[config.mk]
export PLATFORM = sky130hd
export DESIGN_NAME = alu_divider_flat
export DESIGN_NICKNAME = d
export VERILOG_FILES = /design/src/rtl/alu_divider_if.sv /design/src/rtl/alu_divider.sv /design/src/flat_wrapper.sv
export SDC_FILE = /design/constraint.sdc
export NUM_CORES = 1
export LEC_CHECK = 0
export BUFFER_PORTS_ARGS = -buffer_cell sky130_fd_sc_hd__buf_2
export CAP_MARGIN = 0
export CORE_MARGIN = 10
export CORE_UTILIZATION = 32
export DETAILED_ROUTE_END_ITERATION = 10
export PLACE_DENSITY_LB_ADDON = 0.12
export SETUP_SLACK_MARGIN = 0.5
export SYNTH_ARGS = -nofsm -noshare
export SYNTH_HDL_FRONTEND = slang
export SYNTH_SLANG_ARGS = --single-unit
[constraint.sdc]
create_clock -name clk -period 2.6 [get_ports clk]
set_clock_uncertainty 0.1 [all_clocks]
set_input_delay 0.52 -clock clk [delete_from_list [all_inputs] [get_ports clk]]
set_output_delay 0.52 -clock clk [all_outputs]
set_load 0.01 [all_outputs]
[src/rtl/alu_divider_if.sv]
// rtl/alu_divider_if.sv - Request/result bundle between the datapath controller and alu_divider
interface alu_divider_if #(
  parameter int WIDTH = 8
);
  logic [WIDTH-1:0] A;
  logic [WIDTH-1:0] B;
  logic             Start;
  logic             Busy;
  logic             Done;
  logic [WIDTH-1:0] Quotient;
  logic [WIDTH-1:0] Remainder;
  logic             DivByZero;
  logic             ZeroFlag;

  modport master (
    output A, B, Start,
    input  Busy, Done, Quotient, Remainder, DivByZero, ZeroFlag
  );

  modport slave (
    input  A, B, Start,
    output Busy, Done, Quotient, Remainder, DivByZero, ZeroFlag
  );
endinterface

[src/rtl/alu_divider.sv]
// rtl/alu_divider.sv - Multi-cycle unsigned restoring divider, one quotient bit per clock
module alu_divider #(
  parameter int WIDTH = 8
) (
  input  logic         clk,
  input  logic         rst_n,
  alu_divider_if.slave bus
);

  typedef enum logic [1:0] {
    IDLE = 2'd0,
    CALC = 2'd1,
    DONE = 2'd2
  } state_t;

  localparam int CW = (WIDTH > 2) ? $clog2(WIDTH) : 1;
  localparam logic [CW-1:0] LAST = CW'(WIDTH - 1);

  state_t           state;
  state_t           state_next;
  logic [CW-1:0]    count;
  logic [WIDTH-1:0] dividend;
  logic [WIDTH-1:0] divisor;
  logic [WIDTH-1:0] r;
  logic [WIDTH-1:0] quotient;
  logic [WIDTH-1:0] remainder;
  logic             div_by_zero;
  logic             busy;
  logic             done;

  logic [WIDTH:0]   r_shift;
  logic             fits;
  logic [WIDTH-1:0] r_step;
  logic [WIDTH-1:0] dq_step;

  // When the divisor fits, the true difference is below 2^WIDTH, so the
  // WIDTH-bit modular subtraction is exact.
  always_comb begin
    r_shift = {r, dividend[WIDTH-1]};
    fits    = (r_shift >= {1'b0, divisor});
    r_step  = fits ? (r_shift[WIDTH-1:0] - divisor) : r_shift[WIDTH-1:0];
    dq_step = {dividend[WIDTH-2:0], fits};
  end

  always_ff @(posedge clk or negedge rst_n) begin
    if (!rst_n) begin
      state <= IDLE;
    end else begin
      state <= state_next;
    end
  end

  always_comb begin
    state_next = state;
    busy       = 1'b0;
    done       = 1'b0;
    case (state)
      IDLE: begin
        if (bus.Start) begin
          state_next = (bus.B == '0) ? DONE : CALC;
        end
      end
      CALC: begin
        busy = 1'b1;
        if (count == LAST) begin
          state_next = DONE;
        end
      end
      DONE: begin
        busy       = 1'b1;
        done       = 1'b1;
        state_next = IDLE;
      end
      default: state_next = IDLE;
    endcase
  end

  // The dividend register doubles as the quotient: each shift frees its LSB,
  // which takes the new quotient bit, so after WIDTH steps it holds floor(A/B).
  always_ff @(posedge clk or negedge rst_n) begin
    if (!rst_n) begin
      count       <= '0;
      dividend    <= '0;
      divisor     <= '0;
      r           <= '0;
      quotient    <= '0;
      remainder   <= '0;
      div_by_zero <= 1'b0;
    end else begin
      case (state)
        IDLE: begin
          if (bus.Start) begin
            if (bus.B == '0) begin
              quotient    <= '1;
              remainder   <= bus.A;
              div_by_zero <= 1'b1;
            end else begin
              dividend <= bus.A;
              divisor  <= bus.B;
              r        <= '0;
              count    <= '0;
            end
          end
        end
        CALC: begin
          dividend <= dq_step;
          r        <= r_step;
          count    <= count + CW'(1);
          if (count == LAST) begin
            quotient    <= dq_step;
            remainder   <= r_step;
            div_by_zero <= 1'b0;
          end
        end
        default: ;
      endcase
    end
  end

  assign bus.Busy      = busy;
  assign bus.Done      = done;
  assign bus.Quotient  = quotient;
  assign bus.Remainder = remainder;
  assign bus.DivByZero = div_by_zero;
  assign bus.ZeroFlag  = (quotient == '0);

endmodule

[src/flat_wrapper.sv]
// flat-port wrapper written by rule: the top's interface ports become plain ports
module alu_divider_flat 
#(
  parameter int WIDTH = 8
)
  (clk, rst_n, bus_A, bus_B, bus_Start, bus_Busy, bus_Done, bus_Quotient, bus_Remainder, bus_DivByZero, bus_ZeroFlag);
  alu_divider_if #(.WIDTH(WIDTH)) bus_i ();
  input  logic clk;
  input  logic rst_n;
  input wire logic [$bits(bus_i.A)-1:0] bus_A;
  input wire logic [$bits(bus_i.B)-1:0] bus_B;
  input wire logic [$bits(bus_i.Start)-1:0] bus_Start;
  output wire logic [$bits(bus_i.Busy)-1:0] bus_Busy;
  output wire logic [$bits(bus_i.Done)-1:0] bus_Done;
  output wire logic [$bits(bus_i.Quotient)-1:0] bus_Quotient;
  output wire logic [$bits(bus_i.Remainder)-1:0] bus_Remainder;
  output wire logic [$bits(bus_i.DivByZero)-1:0] bus_DivByZero;
  output wire logic [$bits(bus_i.ZeroFlag)-1:0] bus_ZeroFlag;
  assign bus_i.A = bus_A;
  assign bus_i.B = bus_B;
  assign bus_i.Start = bus_Start;
  assign bus_Busy = bus_i.Busy;
  assign bus_Done = bus_i.Done;
  assign bus_Quotient = bus_i.Quotient;
  assign bus_Remainder = bus_i.Remainder;
  assign bus_DivByZero = bus_i.DivByZero;
  assign bus_ZeroFlag = bus_i.ZeroFlag;
  alu_divider #(.WIDTH(WIDTH)) u_core (.clk(clk), .rst_n(rst_n), .bus(bus_i));
endmodule
Word level (Yosys, flattened, before mapping)
Cells that the tools add are included.
W data, S select, Z words.
Cells by class
  reductions and logical operators: 9
  muxes and demuxes: 28
  $add $sub $neg: 2
  $lt $le $gt $ge: 1
  eq/ne operators: 7
  bitwise gates (word level): 1
Operator list (number)
  $mux W8: 11
  $pmux W8 S2: 4
  $logic_not A8 Y1: 2
  $ge A9 B8 Y1: 1
  $sub A8 B8 Y8: 1
  $mux W2: 3
  $mux W3: 2
  $pmux W3 S2: 1
  $reduce_and A3 Y1: 2
  $mux W1: 5
  $ne A2 B1 Y1 const B: 2
  $ne A2 B2 Y1 const B: 2
  $pmux W2 S2: 1
  $reduce_and A4 Y1: 1
  $add A3 B1 Y3 const B: 1
  $eq A3 B3 Y1 const B: 1
  $eq A2 B1 Y1 const B: 1
  $eq A2 B2 Y1 const B: 1
  $logic_not A2 Y1: 1
  $pmux W1 S2: 1
  $reduce_and A2 Y1: 1
  $reduce_bool A2 Y1: 1
  $reduce_or A2 Y1: 1
  $not A1 Y1: 1
Word-level totals
  output and inout port bits: 20
  flip-flop bits (word level): 46
  word-level logic and storage cells: 56

Depth between registers and ports, before layout
  depth in word-level cells: 4
  gate-level depth with buffers: 9

Least setup slack after synthesis
OpenSTA, ideal clock, no wires.
  path type: input-to-reg
  from: input port bus_B[5]
  to: register u_core.remainder[0], in the netlist u_core.bus.Remainder[0]
  library setup time: 0.120 ns
  data arrival time: 1.901 ns
  path slack: 0.479 ns
  required time: 2.380 ns
  buffers on the path: 0
  cell stages on the path: 5
  cells stage by stage: nor4_4 nand3_4 a21oi_4 mux2_2 a31o_2
On the way
  cells in the longest elaborated chain, start to end: 3
Ends and longest elaborated chain
  from (decl): line flat_wrapper.sv:11  | input wire logic [$bits(bus_i.B)-1:0] bus_B;
  $logic_not A8 Y1: line alu_divider.sv:93  | if (bus.B == '0) begin
  $ne A2 B1 Y1 (no line)
  $reduce_and A4 Y1 (no line)
  to (signal assigned): line alu_divider.sv:95  | remainder <= bus.A;
  to (signal assigned): line alu_divider.sv:111  | remainder <= r_step;
  to (decl): line alu_divider.sv:26  | logic [WIDTH-1:0] remainder;
No other way between the ends.
A chain may end at the register's enable or synchronous reset.

Worst setup path after layout
  from: register u_core.r[3]
  to: register u_core.r[3]
On the way
  cells in the longest elaborated chain, start to end: 3
Ends and longest elaborated chain
  from (decl): line alu_divider.sv:24  | logic [WIDTH-1:0] r;
  from (signal assigned): line alu_divider.sv:107  | r <= r_step;
  $ge A9 B8 Y1: line alu_divider.sv:40  | fits = (r_shift >= {1'b0, divisor});
  $mux W8: line alu_divider.sv:41  | r_step = fits ? (r_shift[WIDTH-1:0] - divisor) : r_shift[WIDTH-1:0];
  $pmux W8 S2: line alu_divider.sv:90  | case (state)
No other way between the ends.

==> qor_table.md <==
| Parameter | Reported | Unit |
|:---|:---|:---|
| Data required time at the worst endpoint | 2.68 | ns |
| Area share of the largest cell type after synthesis | 0.419 | - |
| Fraction of final layout cells with drive strength greater than 1 | 0.347 | - |
| Main area contributors after synthesis | dfrtp_1 42%, ha_1 5.9%, o21ai_0 4.9%, nand2_1 4.0%, inv_1 3.1% | - |
| Syn Inst Count | 288 | - |
| Later-pin clock latency in the skew report | 0.30 | ns |
| Fin. max-slew vios | 0 | - |
| Fin nets | 378 | - |
| Clock tree from TritonCTS | yes | - |
| Element type at the critical path start | flop | - |
| Post-layout instance area | 3560 | um^2 |
| Element type at the critical path end | flop | - |
| Number of buffers created by CTS | 5 | - |
| Endpoint of the most critical register-to-register path | u_core.r[3] | - |
| Number of flops mapped to enable cells by yosys | 0 | - |
| Most numerous cell in the Yosys netlist | dfrtp_1 | - |
| Drt initial violations | 132 | - |
| Length in cells of the worst reg-to-reg path | 7 | - |
| Top cells by count, synth | 46 x dfrtp_1, 29 x nand2_1, 27 x o21ai_0, 23 x inv_1, 17 x nor2_1 | - |
| Per-cell via count in the routed design | 5.20 | - |
| Worst slew pin tran | 0.613 | ns |
| Effective utilization at floorplan | 0.331 | - |
| Path class of the lowest-slack min-delay path | in2async | - |
| Clk slew on worst S/H paths | 0.09 | ns |
| Fin. Hold Viols | 0 | - |
| Max FO, Critical Path | 5 | - |
| Number of hold-repair buffers added at the cts stage | 0 | - |
| Total design power | 4.62 | mW |
| Die outline width | 113 | um |
| Detailed-routed wire length on met2 | 3610 | um |
| Rel. slew slack | 0.591 | - |
| Highest routed metal layer | met4 | - |
| Mapped cell area | 2750 | um^2 |
| Data arrival, critical path | 2.19 | ns |
| Area after DPL | 3050 | um^2 |
| Area enclosed by the die boundary | 12,700 | um^2 |
| Wire length after detailed routing | 7540 | um |
| Initial antenna violation count | 0 | - |
| Minimum clock period after layout | 2.11 | ns |
| Post-synthesis area per instance | 9.54 | um^2 |
| Number of buffers on the longest clock path | 2 | - |
| Global-route usage over all layers | 0.117 | - |
| Detailed-route wire length per cell | 16.7 | um |
| Crit Path Class | reg2reg | - |
| Clock sink count | 46 | - |
| Wire length on met1 | 3350 | um |
| Row Count | 33 | - |
| Met3 wire len | 410 | um |
| Final clock period utilization by the worst path | 0.810 | - |
| Number of library cell types mapped by synthesis | 57 | - |
| Post-DP HPWL | 5310 | um |
| Result of the run | finished, final reports clean | - |
| GR Overflow Total | 0 | - |
| Count of warnings emitted by yosys | 0 | - |
| Stage delay of the slowest cell on the critical path | 0.42 | ns |
| Global-route wire length before repair | 12,300 | um |
| FF-to-FF Start | u_core.r[3] | - |
| Remaining antenna violation count after routing | 0 | - |
| Leakage power | 1.48 | nW |
| Setup repair after global routing missed its margin | yes | - |
| Fraction of registers with async set or reset after synthesis | 1.00 | - |
| Diode insertion count for antenna repair | 0 | - |
| Sequential fraction of the synthesis area | 0.419 | - |
| Beginning of the critical path | u_core.r[3] | - |
| Internal reg-to-reg setup slack | 0.49 | ns |
| Root buffer cell | clkbuf_8 | - |
| DR pass1 iterations | 5 | - |
| Predominant post-synthesis flop cell | dfrtp_1 | - |
| Peak Freq | 475 | MHz |
| Vias in the first global route | 2,394 | - |
| Cell type contributing the most total cell area after synthesis | dfrtp_1 | - |
| Post-synthesis net count | 321 | - |
| Largest vdd supply drop | 382 | uV |
| Maximum number of pins on one net before global-route repair | 47 | - |
| Number of H-tree levels | 2 | - |
| Number of buffers added on ports | 38 | - |
| Layout-stage area growth over the synthesis result | 29.5 | % |
| Final TNS setup | 0 | ns |
| Final setup violation count | 0 | - |
| Cell breakdown of the critical path | ha_4, a21o_1, a31o_4, o211a_4, buf_4, nor3_1, o31ai_1 | - |
| Top-level I/O count | 39 | - |
| Number of max-cap violations | 0 | - |
| Slowest cell on the critical path | dfrtp_1 | - |
| Power per Cell Area | 1300 | nW/um^2 |
| Placer's final routability congestion estimate | 0.885 | - |
| Number of storage elements in the synthesis netlist | 46 | - |
| DRC Markers | 0 | - |
| Y dimension of the die | 113 | um |
| Placeable Area | 8300 | um^2 |
| Detailed-route via count | 2,346 | - |
==> how the worst max path moves through the flow <==
stage,endpoint,slack (ns),depth (start not counted)
final,u_core.r[3],0.49,7
after global routing,u_core.r[3],0.40,8
after CTS,bus_ZeroFlag,0.50,3
after detailed placement,u_core.bus.Remainder[7],0.13,6
after global placement,u_core.r[7],0.13,6
after floorplan,u_core.bus.Remainder[0],0.50,5
==> cells in the final DEF (no fill, tap or decap), types with 3 or more instances in the layout <==
| cell type | n |
|---|---|
| mux2i_1 | 7 |
| mux2_2 | 3 |
| a21oi_1 | 10 |
| nor4_1 | 4 |
| buf_2 | 38 |
| nand2b_1 | 3 |
| nand2_1 | 29 |
| nor2_1 | 16 |
| o211ai_1 | 3 |
| o21bai_1 | 3 |
| nor3_1 | 3 |
| ha_1 | 4 |
| dfrtp_1 | 44 |
| o21ai_0 | 23 |
| buf_4 | 22 |
| nor2b_1 | 5 |
| nand3_1 | 3 |
| a211oi_2 | 3 |
| o31ai_1 | 4 |
| a31oi_1 | 13 |
| clkbuf_8 | 5 |
| a21o_1 | 3 |
| ha_4 | 7 |
| inv_1 | 21 |
==> repair_timing <==
| action | in CTS | in global routing |
|---|---|---|
| cloned | 2 | 0 |
| pin swaps | 4 | 10 |
| buffers inserted | 5 | 12 |
| endpoints found under the setup margin | 28 | 21 |
| gates resized for setup | 26 | 24 |
==> per-stage QoR <==
| step | hold slack, ns | instances | setup slack, ns | util |
|---|---|---|---|---|
| after floorplan | 0.124 | 288 | 0.502 | - |
| after global placement | 0.366 | 424 | 0.125 | 0.368 |
| after detailed placement | 0.372 | 424 | 0.128 | 0.368 |
| after CTS | 0.229 | 439 | 0.504 | 0.402 |
| after global routing | 0.260 | 451 | 0.398 | 0.429 |
| final | 0.206 | 451 | 0.493 | 0.429 |
==> routing by layer <==
| layer | track usage | up-vias |
|---|---|---|
| met3 | 0.0293 | 13 |
| met1 | 0.145 | 1110 |
| met5 | 0 | - |
| li1 | - | 1169 |
| met2 | 0.192 | 54 |
| met4 | 0.0389 | 0 |
==> registers in the layout (all words and copies together), names as in the netlist <==
name and flops:
u_core.state 2, u_core.dividend 8, u_core.bus.Quotient 8, u_core.divisor 8, u_core.count 3, u_core.bus.DivByZero 1, u_core.r 8, u_core.bus.Remainder 8
==> kinds of logic after synthesis <==
family,count (synthesis),share of synthesized area
AOI/OAI and AO/OA,97,0.249
and+or+nand+nor,80,0.154
DFF,46,0.419
buffers and inverters,38,0.0638
adders and majority gates,14,0.0665
muxes,10,0.0378
xor gates and xnor gates,3,0.00957
==> final cells by class <==
cell class              instances  area [um^2]
fillers                       833         4740
multi-input cells             206         1670
flip-flops and latches         46         1150
repair buffers                 63          410
well taps                     105          131
inverters                      23         86.3
clock buffers                   6         72.6
clock inverters                 2         37.5
==> power by group <==
part	total, mW	internal [mW]	switching [mW]
Sequential	1.14	0.972	0.171
Combinational	2.93	1.32	1.62
Clock	0.539	0.287	0.252
==> critical path: cells and delay by family (launching register included) <==
kind	cells	cell delay, ns
flops	1	0.42
simple gates	1	0.21
fa+ha+maj	1	0.27
compound gates	4	0.84
buf+inv	1	0.13
(Power assumes the default switching activity.)
